==> src/rtl/hilo_ctrl.sv <==
// rtl/hilo_ctrl.sv - HI/LO register pair and mult/div sequencer; optional wait abort via HILO_TIMEOUT_EN
module hilo_ctrl #(
    parameter int WIDTH          = 32,
    parameter int TIMEOUT_CYCLES = 64
) (
    input  logic             clk,
    input  logic             reset,
    input  logic             start_mult,
    input  logic             start_div,
    input  logic             mthi,
    input  logic             mtlo,
    input  logic [WIDTH-1:0] op_a,
    input  logic [WIDTH-1:0] op_b,
    input  logic [WIDTH-1:0] wdata,
    output logic             mult_start,
    output logic             div_start,
    output logic [WIDTH-1:0] unit_a,
    output logic [WIDTH-1:0] unit_b,
    input  logic             mult_done,
    input  logic [WIDTH-1:0] mult_hi,
    input  logic [WIDTH-1:0] mult_lo,
    input  logic             div_done,
    input  logic [WIDTH-1:0] div_hi,
    input  logic [WIDTH-1:0] div_lo,
    output logic [WIDTH-1:0] hi,
    output logic [WIDTH-1:0] lo,
    output logic             busy,
    output logic             done,
    output logic             div_zero,
    output logic             timeout
);
    typedef enum logic [2:0] {IDLE, M_ISSUE, M_WAIT, D_ISSUE, D_WAIT} state_t;

    state_t           state_q, state_d;
    logic [WIDTH-1:0] hi_q, hi_d, lo_q, lo_d;
    logic [WIDTH-1:0] unit_a_q, unit_a_d, unit_b_q, unit_b_d;
    logic             mult_start_q, mult_start_d, div_start_q, div_start_d;
    logic             done_q, done_d, div_zero_q, div_zero_d;

`ifdef HILO_TIMEOUT_EN
    localparam int CW = $clog2(TIMEOUT_CYCLES + 1);
    logic [CW-1:0] wait_cnt_q, wait_cnt_d;
    logic          timeout_q, timeout_d;
    logic          wait_expired;
    // The abort fires on the edge that would bring the counter to TIMEOUT_CYCLES
    assign wait_expired = (wait_cnt_q == CW'(TIMEOUT_CYCLES - 1));
`endif

    always_comb begin
        state_d      = state_q;
        hi_d         = hi_q;
        lo_d         = lo_q;
        unit_a_d     = unit_a_q;
        unit_b_d     = unit_b_q;
        mult_start_d = 1'b0;
        div_start_d  = 1'b0;
        done_d       = 1'b0;
        div_zero_d   = 1'b0;
`ifdef HILO_TIMEOUT_EN
        wait_cnt_d   = wait_cnt_q;
        timeout_d    = 1'b0;
`endif
        case (state_q)
            IDLE: begin
                if (mthi) hi_d = wdata;
                if (mtlo) lo_d = wdata;
                if (start_mult) begin
                    unit_a_d     = op_a;
                    unit_b_d     = op_b;
                    mult_start_d = 1'b1;
                    state_d      = M_ISSUE;
                end else if (start_div) begin
                    if (op_b == '0) begin
                        done_d     = 1'b1;
                        div_zero_d = 1'b1;
                    end else begin
                        unit_a_d    = op_a;
                        unit_b_d    = op_b;
                        div_start_d = 1'b1;
                        state_d     = D_ISSUE;
                    end
                end
            end
            // Done level may still be high from the previous op; not sampled here
            M_ISSUE: begin
                state_d = M_WAIT;
`ifdef HILO_TIMEOUT_EN
                wait_cnt_d = '0;
`endif
            end
            D_ISSUE: begin
                state_d = D_WAIT;
`ifdef HILO_TIMEOUT_EN
                wait_cnt_d = '0;
`endif
            end
            M_WAIT: begin
`ifdef HILO_TIMEOUT_EN
                wait_cnt_d = wait_cnt_q + 1'b1;
`endif
                if (mult_done) begin
                    hi_d    = mult_hi;
                    lo_d    = mult_lo;
                    done_d  = 1'b1;
                    state_d = IDLE;
                end
`ifdef HILO_TIMEOUT_EN
                else if (wait_expired) begin
                    done_d    = 1'b1;
                    timeout_d = 1'b1;
                    state_d   = IDLE;
                end
`endif
            end
            D_WAIT: begin
`ifdef HILO_TIMEOUT_EN
                wait_cnt_d = wait_cnt_q + 1'b1;
`endif
                if (div_done) begin
                    hi_d    = div_hi;
                    lo_d    = div_lo;
                    done_d  = 1'b1;
                    state_d = IDLE;
                end
`ifdef HILO_TIMEOUT_EN
                else if (wait_expired) begin
                    done_d    = 1'b1;
                    timeout_d = 1'b1;
                    state_d   = IDLE;
                end
`endif
            end
            default: state_d = IDLE;
        endcase
    end

    always_ff @(posedge clk) begin
        if (reset) begin
            state_q      <= IDLE;
            hi_q         <= '0;
            lo_q         <= '0;
            unit_a_q     <= '0;
            unit_b_q     <= '0;
            mult_start_q <= 1'b0;
            div_start_q  <= 1'b0;
            done_q       <= 1'b0;
            div_zero_q   <= 1'b0;
        end else begin
            state_q      <= state_d;
            hi_q         <= hi_d;
            lo_q         <= lo_d;
            unit_a_q     <= unit_a_d;
            unit_b_q     <= unit_b_d;
            mult_start_q <= mult_start_d;
            div_start_q  <= div_start_d;
            done_q       <= done_d;
            div_zero_q   <= div_zero_d;
        end
    end

`ifdef HILO_TIMEOUT_EN
    always_ff @(posedge clk) begin
        if (reset) begin
            wait_cnt_q <= '0;
            timeout_q  <= 1'b0;
        end else begin
            wait_cnt_q <= wait_cnt_d;
            timeout_q  <= timeout_d;
        end
    end
    assign timeout = timeout_q;
`else
    assign timeout = 1'b0;
`endif

    assign mult_start = mult_start_q;
    assign div_start  = div_start_q;
    assign unit_a     = unit_a_q;
    assign unit_b     = unit_b_q;
    assign hi         = hi_q;
    assign lo         = lo_q;
    assign busy       = (state_q != IDLE);
    assign done       = done_q;
    assign div_zero   = div_zero_q;
endmodule

==> config.mk <==
export PLATFORM = sky130hd
export DESIGN_NAME = hilo_ctrl
export DESIGN_NICKNAME = d
export VERILOG_FILES = /design/src/rtl/hilo_ctrl.sv
export SDC_FILE = /design/constraint.sdc
export NUM_CORES = 1
export LEC_CHECK = 0
export BUFFER_PORTS_ARGS = -buffer_cell sky130_fd_sc_hd__buf_4
export CORE_AREA = 3 3 140 142
export DETAILED_ROUTE_END_ITERATION = 10
export DIE_AREA = 0 0 143 145
export GPL_TIMING_DRIVEN = 0
export HOLD_SLACK_MARGIN = 0.1
export PLACE_DENSITY_LB_ADDON = 0.1
export RECOVER_POWER = 100
export SETUP_SLACK_MARGIN = 0.4
export SLEW_MARGIN = 10
export SYNTH_ARGS = -nofsm -noshare
export SYNTH_HDL_FRONTEND = slang
export SYNTH_SLANG_ARGS = --single-unit
==> constraint.sdc <==
create_clock -name clk -period 2.7 [get_ports clk]
set_input_delay 0.54 -clock clk [delete_from_list [all_inputs] [get_ports clk]]
set_output_delay 0.54 -clock clk [all_outputs]
set_load 0.05 [all_outputs]
# --- After elaboration in Yosys (flattened, before gate mapping) ---
# Cells that the tools add are included.
word_totals:
  output_inout_bits: 134
  reg_bits: 135
  in_bits: 232
  word_cells: 61
classes:
  bitwise_logic: 2
  mux: 28
  n_reduce_logical: 11
  eq_ne: 11
ops:
  columns: ["cell", "count"]
  rows:
  - ["2-to-1 mux 32 bit", 12]
  - ["one-hot mux 32 bit (3 select lines)", 2]
  - ["logical NOT 32 bit", 1]
  - ["2-to-1 mux 3 bit", 5]
  - ["one-hot mux 3 bit (5 select lines)", 1]
  - ["AND reduction 4 bit", 3]
  - ["inequality test 2 bit (second input constant)", 5]
  - ["2-to-1 mux 1 bit", 7]
  - ["equality test 3 x 2 -> 1 bit (second input constant)", 2]
  - ["inequality test 3 bit (second input constant)", 2]
  - ["nonzero test 3 bit", 2]
  - ["OR reduction 4 bit", 1]
  - ["equality test 3 x 1 -> 1 bit (second input constant)", 1]
  - ["equality test 3 bit (second input constant)", 1]
  - ["logical NOT 3 bit", 1]
  - ["one-hot mux 1 bit (3 select lines)", 1]
  - ["AND reduction 3 bit", 1]
  - ["inverter 1 bit", 2]
  - ["nonzero test 2 bit", 1]
  - ["OR reduction 2 bit", 1]

# --- Longest topological paths before layout ---
depth:
  ltp_word: 5
  ltp_mapped: 7
  depth_no_buf: 5

# --- Worst setup path after synthesis ---
# No wires, ideal clock.
synth_timing:
  path_kind: "input to register"
  startpoint: "input port op_b[7]"
  endpoint: "register unit_a_q[10], in the netlist unit_a[10]"
  arrival_time_ns: 1.806
  path_slack_ns: 0.813
  cell_stages: 6
  setup_ns: 0.081
  required_time_ns: 2.619
  n_path_buf: 2
  path_cell_list: "nor4_1 > nand4_2 > or2_1 > buf_2 > buf_6 > o221ai_2"
synth_via:
  elab_chain_cells: 3
synth_rtl:
  columns: ["element", "line", "rtl"]
  rows:
  - ["start: declaration", "13", "input logic [WIDTH-1:0] op_b,"]
  - ["logical NOT 32 bit", "73", "if (op_b == '0) begin"]
  - ["inequality test 2 bit (no source line)", null, null]
  - ["AND reduction 3 bit (no source line)", null, null]
  - ["end signal: assignment", "152", "unit_a_q <= unit_a_d;"]
  - ["end: declaration", "36", "logic [WIDTH-1:0] unit_a_q, unit_a_d, unit_b_q, unit_b_d;"]
# No other way between the ends.
# A chain may end at the register's enable or synchronous reset.

# --- Worst setup path in the final report ---
layout_timing:
  startpoint: "input port op_b[18]"
  endpoint: "register unit_a_q[12], in the netlist unit_a[12]"
# Same word-level chain as after synthesis.

==> run_results.csv <==
group,metric,value,unit
worst_setup_path,path_max_fanout,10,
drt,drtIter0Drc,375,
floorplan,die_w,143,um
power,p_int,0.004689,W
clocking,clkTransAtPathRegs,60,ps
yosys,synth-seq-cells,135,
timing,hold_viol,0,
worst_setup_path,cp.required,3030,ps
drt,vias,7477,
yosys,syn_area,6653,um2
clocking,hold_buffers,0,
power,switchingPower,0.003152,W
power,p_total,0.007840,W
drt,firstDrtPassIters,5,
floorplan,rows,50,
cells_and_area,fillers,1901,
clocking,cts_buffers,17,
cells_and_area,syn_to_final_growth,46.34,%
run,cap_violations,0,
timing,relSlewSlack,49.11,%
grt,grt_pass1_vias,7433,
timing,tightest_slew,766.6,ps
worst_setup_path,crit_path_top_delay_cell,"nand4_1",
yosys,async_reset_ff_share,0,%
grt,grt_pass1_wl,41700,um
worst_setup_path,ff2ff_setup_slack,490,ps
yosys,syn_nets,924,
power,seq_power_share,31.6,%
clocking,cts.root.buffer_cell,"clkbuf_16",
power,power_switching_share,40.20,%
clocking,clockBufferDepth,2,
status,outcome,"completed",
yosys,synth_edf_count,0,
cells_and_area,postLayoutCoreUtil,52.40,%
worst_setup_path,worstPathCellList,"clkbuf_1, nor4_2, nand4_1, or2_1, clkbuf_1, clkbuf_1, o221ai_1",
floorplan,die-area,20740,um2
worst_setup_path,endpoint_kind,"flop",
yosys,synth_top_cells_by_count,"135 x dfxtp_1, 97 x a22oi_1, 68 x a21oi_1",
clocking,clk_latency,420,ps
grt,track_usage,25.61,%
floorplan,initial_utilization,35.80,%
cells_and_area,design_area,9736,um2
hold_path,whs_path_depth,2,
power,pwr-share-clk,32.3,%
power,p_leak,3.744,nW
drt,drc,0,
hold_path,hold_class,"input port to flop",
floorplan,ios,366,
timing,setup_ws,426.2,ps
power,p_per_area,805.3,nW/um2
yosys,syn_avg_cell_area,9.614,um2
cells_and_area,num_antenna_cells,0,
worst_setup_path,critPathMaxStageDelay,510,ps
yosys,synthFlopType,"dfxtp_1",
placed_design,io_buffers,363,
cells_and_area,drive_gt1_share,29.25,%
hold_path,whs_endpoint,"div_zero",
timing,max_freq,439.8,MHz
drt,routed_wl,27750,um
floorplan,dieHeight,145,um
power,p_comb_share,36.1,%
worst_setup_path,start_kind,"input port",
yosys,syn_inst,692,
clocking,cts_sinks,135,
worst_setup_path,r2r_end,"lo[11]",
grt,grt_max_degree,17,
yosys,ys_types,42,
timing,finClkSkew,6.299,ps
timing,finalSetupTns,0,ps
timing,post-route-period-util,84.21,%
hold_path,hold_start,"start_mult",
placed_design,dp_slack,338.4,ps
yosys,yosysTopAreaCell,"dfxtp_1",
worst_setup_path,cp_common_cell,"clkbuf_1",
worst_setup_path,path_class,"input port to flop",
placed_design,gp_congestion,0.8619,
grt,gr-total-overflow,0,
clocking,cts_tree,"done",
drt,wl_per_cell,21.01,um
drt,drt-vias-per-instance,5.660,
yosys,ys_seq_area_share,40.62,%
timing,min_period,2274,ps
yosys,yosysWarnings,0,
power,ir_drop,0.4273,mV
yosys,yosysMostFrequentCell,"dfxtp_1",
placed_design,hpwl,21680,um
timing,rsz0062_at_grt,"no",
timing,final-setup-viol-count,0,
worst_setup_path,r2r_cells,6,
floorplan,core,18580,um2
cells_and_area,final_nets,1306,
yosys,ys_top_cells_by_area,"dfxtp_1 41%, a22oi_1 11%, a311oi_1 8.4%",
placed_design,placedInstanceArea,9671,um2
grt,antenna_found_initial,0,
clocking,h-tree-depth,4,
worst_setup_path,reg2reg_from,"state_q[2]",
worst_setup_path,arrival,2600,ps
drt,ant_nets,0,
yosys,synth_top_cell_area_share,40.62,%
timing,slew_viol_final,0,
-- power by group through the flow --
stage	registers (W)	logic [W]	clock network (W)
final	0.00248	0.00283	0.00253
after global routing	0.00251	0.00301	0.00265
after CTS	0.00248	0.00309	0.00257
after detailed placement	0.00252	0.00309	0
after global placement	0.00252	0.00308	0
after floorplan	0.00348	0.000999	0
-- per-layer routing --
layer	track usage [%]	part of all wire, %	vias to the layer above
met4	9.316	2.8	0
met3	6.889	7.2	47
met1	30.72	40	3561
li1	-	-	3558
met5	0	0	-
met2	43.56	50	311
-- placed cells by master, fill, tap and decap left out, types with 2 or more instances in the layout --
cell | Yosys | routed
mux2i_1 | 34 | 34
a21oi_1 | 68 | 68
nor2_1 | 5 | 5
inv_6 | 0 | 2
clkinv_4 | 0 | 3
nor3b_2 | 3 | 3
clkinvlp_4 | 0 | 4
o2bb2ai_1 | 32 | 32
buf_4 | 7 | 237
nor4_2 | 7 | 8
o211ai_1 | 32 | 32
o221ai_2 | 10 | 4
buf_2 | 25 | 20
clkbuf_16 | 0 | 17
and2_1 | 2 | 2
nand2_1 | 66 | 66
inv_1 | 3 | 3
dfxtp_1 | 135 | 135
clkbuf_1 | 43 | 183
a311oi_1 | 64 | 64
nor2b_1 | 2 | 2
a22oi_1 | 97 | 97
buf_6 | 11 | 8
o221ai_1 | 23 | 29
bufinv_16 | 0 | 4
-- cell families (layout without fill, tap and decap cells) --
group                  Yosys count  count (layout)  synth area share (%)
AO/OA/AOI/OAI                  334             334                 38.46
flip-flops                     135             135                 40.62
AND/OR/NAND/NOR                 99              99                 8.614
buffers and inverters           89             484                 7.128
multiplexers                    34              34                 5.116
other                            1               1               0.05637
-- layout make-up --
type	instances	area, um2	area share, %
Clock inverter	14	198.9	2.043
Timing Repair Buffer	363	2226	22.86
Tap cell	234	292.8	3.007
Clock buffer	18	439.2	4.511
Buffer	86	435.4	4.472
Inverter	3	11.26	0.1157
Sequential cell	135	2703	27.76
Multi-Input combinational cell	468	3430	35.23
-- critical path, delay by kind of cell --
kind            cells  cell delay [ps]
compound gates      1              270
buf+inv             3              570
simple gates        3             1220
-- flip-flops by register name, summed over array words and instances, names as in the netlist --
register    cells
state_q         3
mult_start      1
div_zero        1
hi             32
done            1
unit_a         32
div_start       1
unit_b         32
lo             32
-- timing repair --
action,CTS,global route
setup buffers,0,0
endpoints found under the setup margin,0,1
resized for setup,0,1
-- per-stage QoR --
step                      hold slack, ps  std cells
after floorplan                    609.5        692
after global placement             472.6       1289
after detailed placement           474.1       1289
after CTS                          333.7       1321
after global routing               344.0       1321
final                              358.5       1321
-- how the worst max path moves through the flow --
stage,endpoint,from,slack (ps),cells past startpoint
after detailed placement,unit_b[7],op_b[18],340,6
after global routing,lo[17],state_q[2],260,6
after CTS,busy,state_q[1],520,4
final,unit_a[12],op_b[18],430,7
after global placement,unit_b[18],op_b[18],330,6
after floorplan,unit_a[10],op_b[7],810,6
Note: power is estimated with default switching activity, not from simulation.
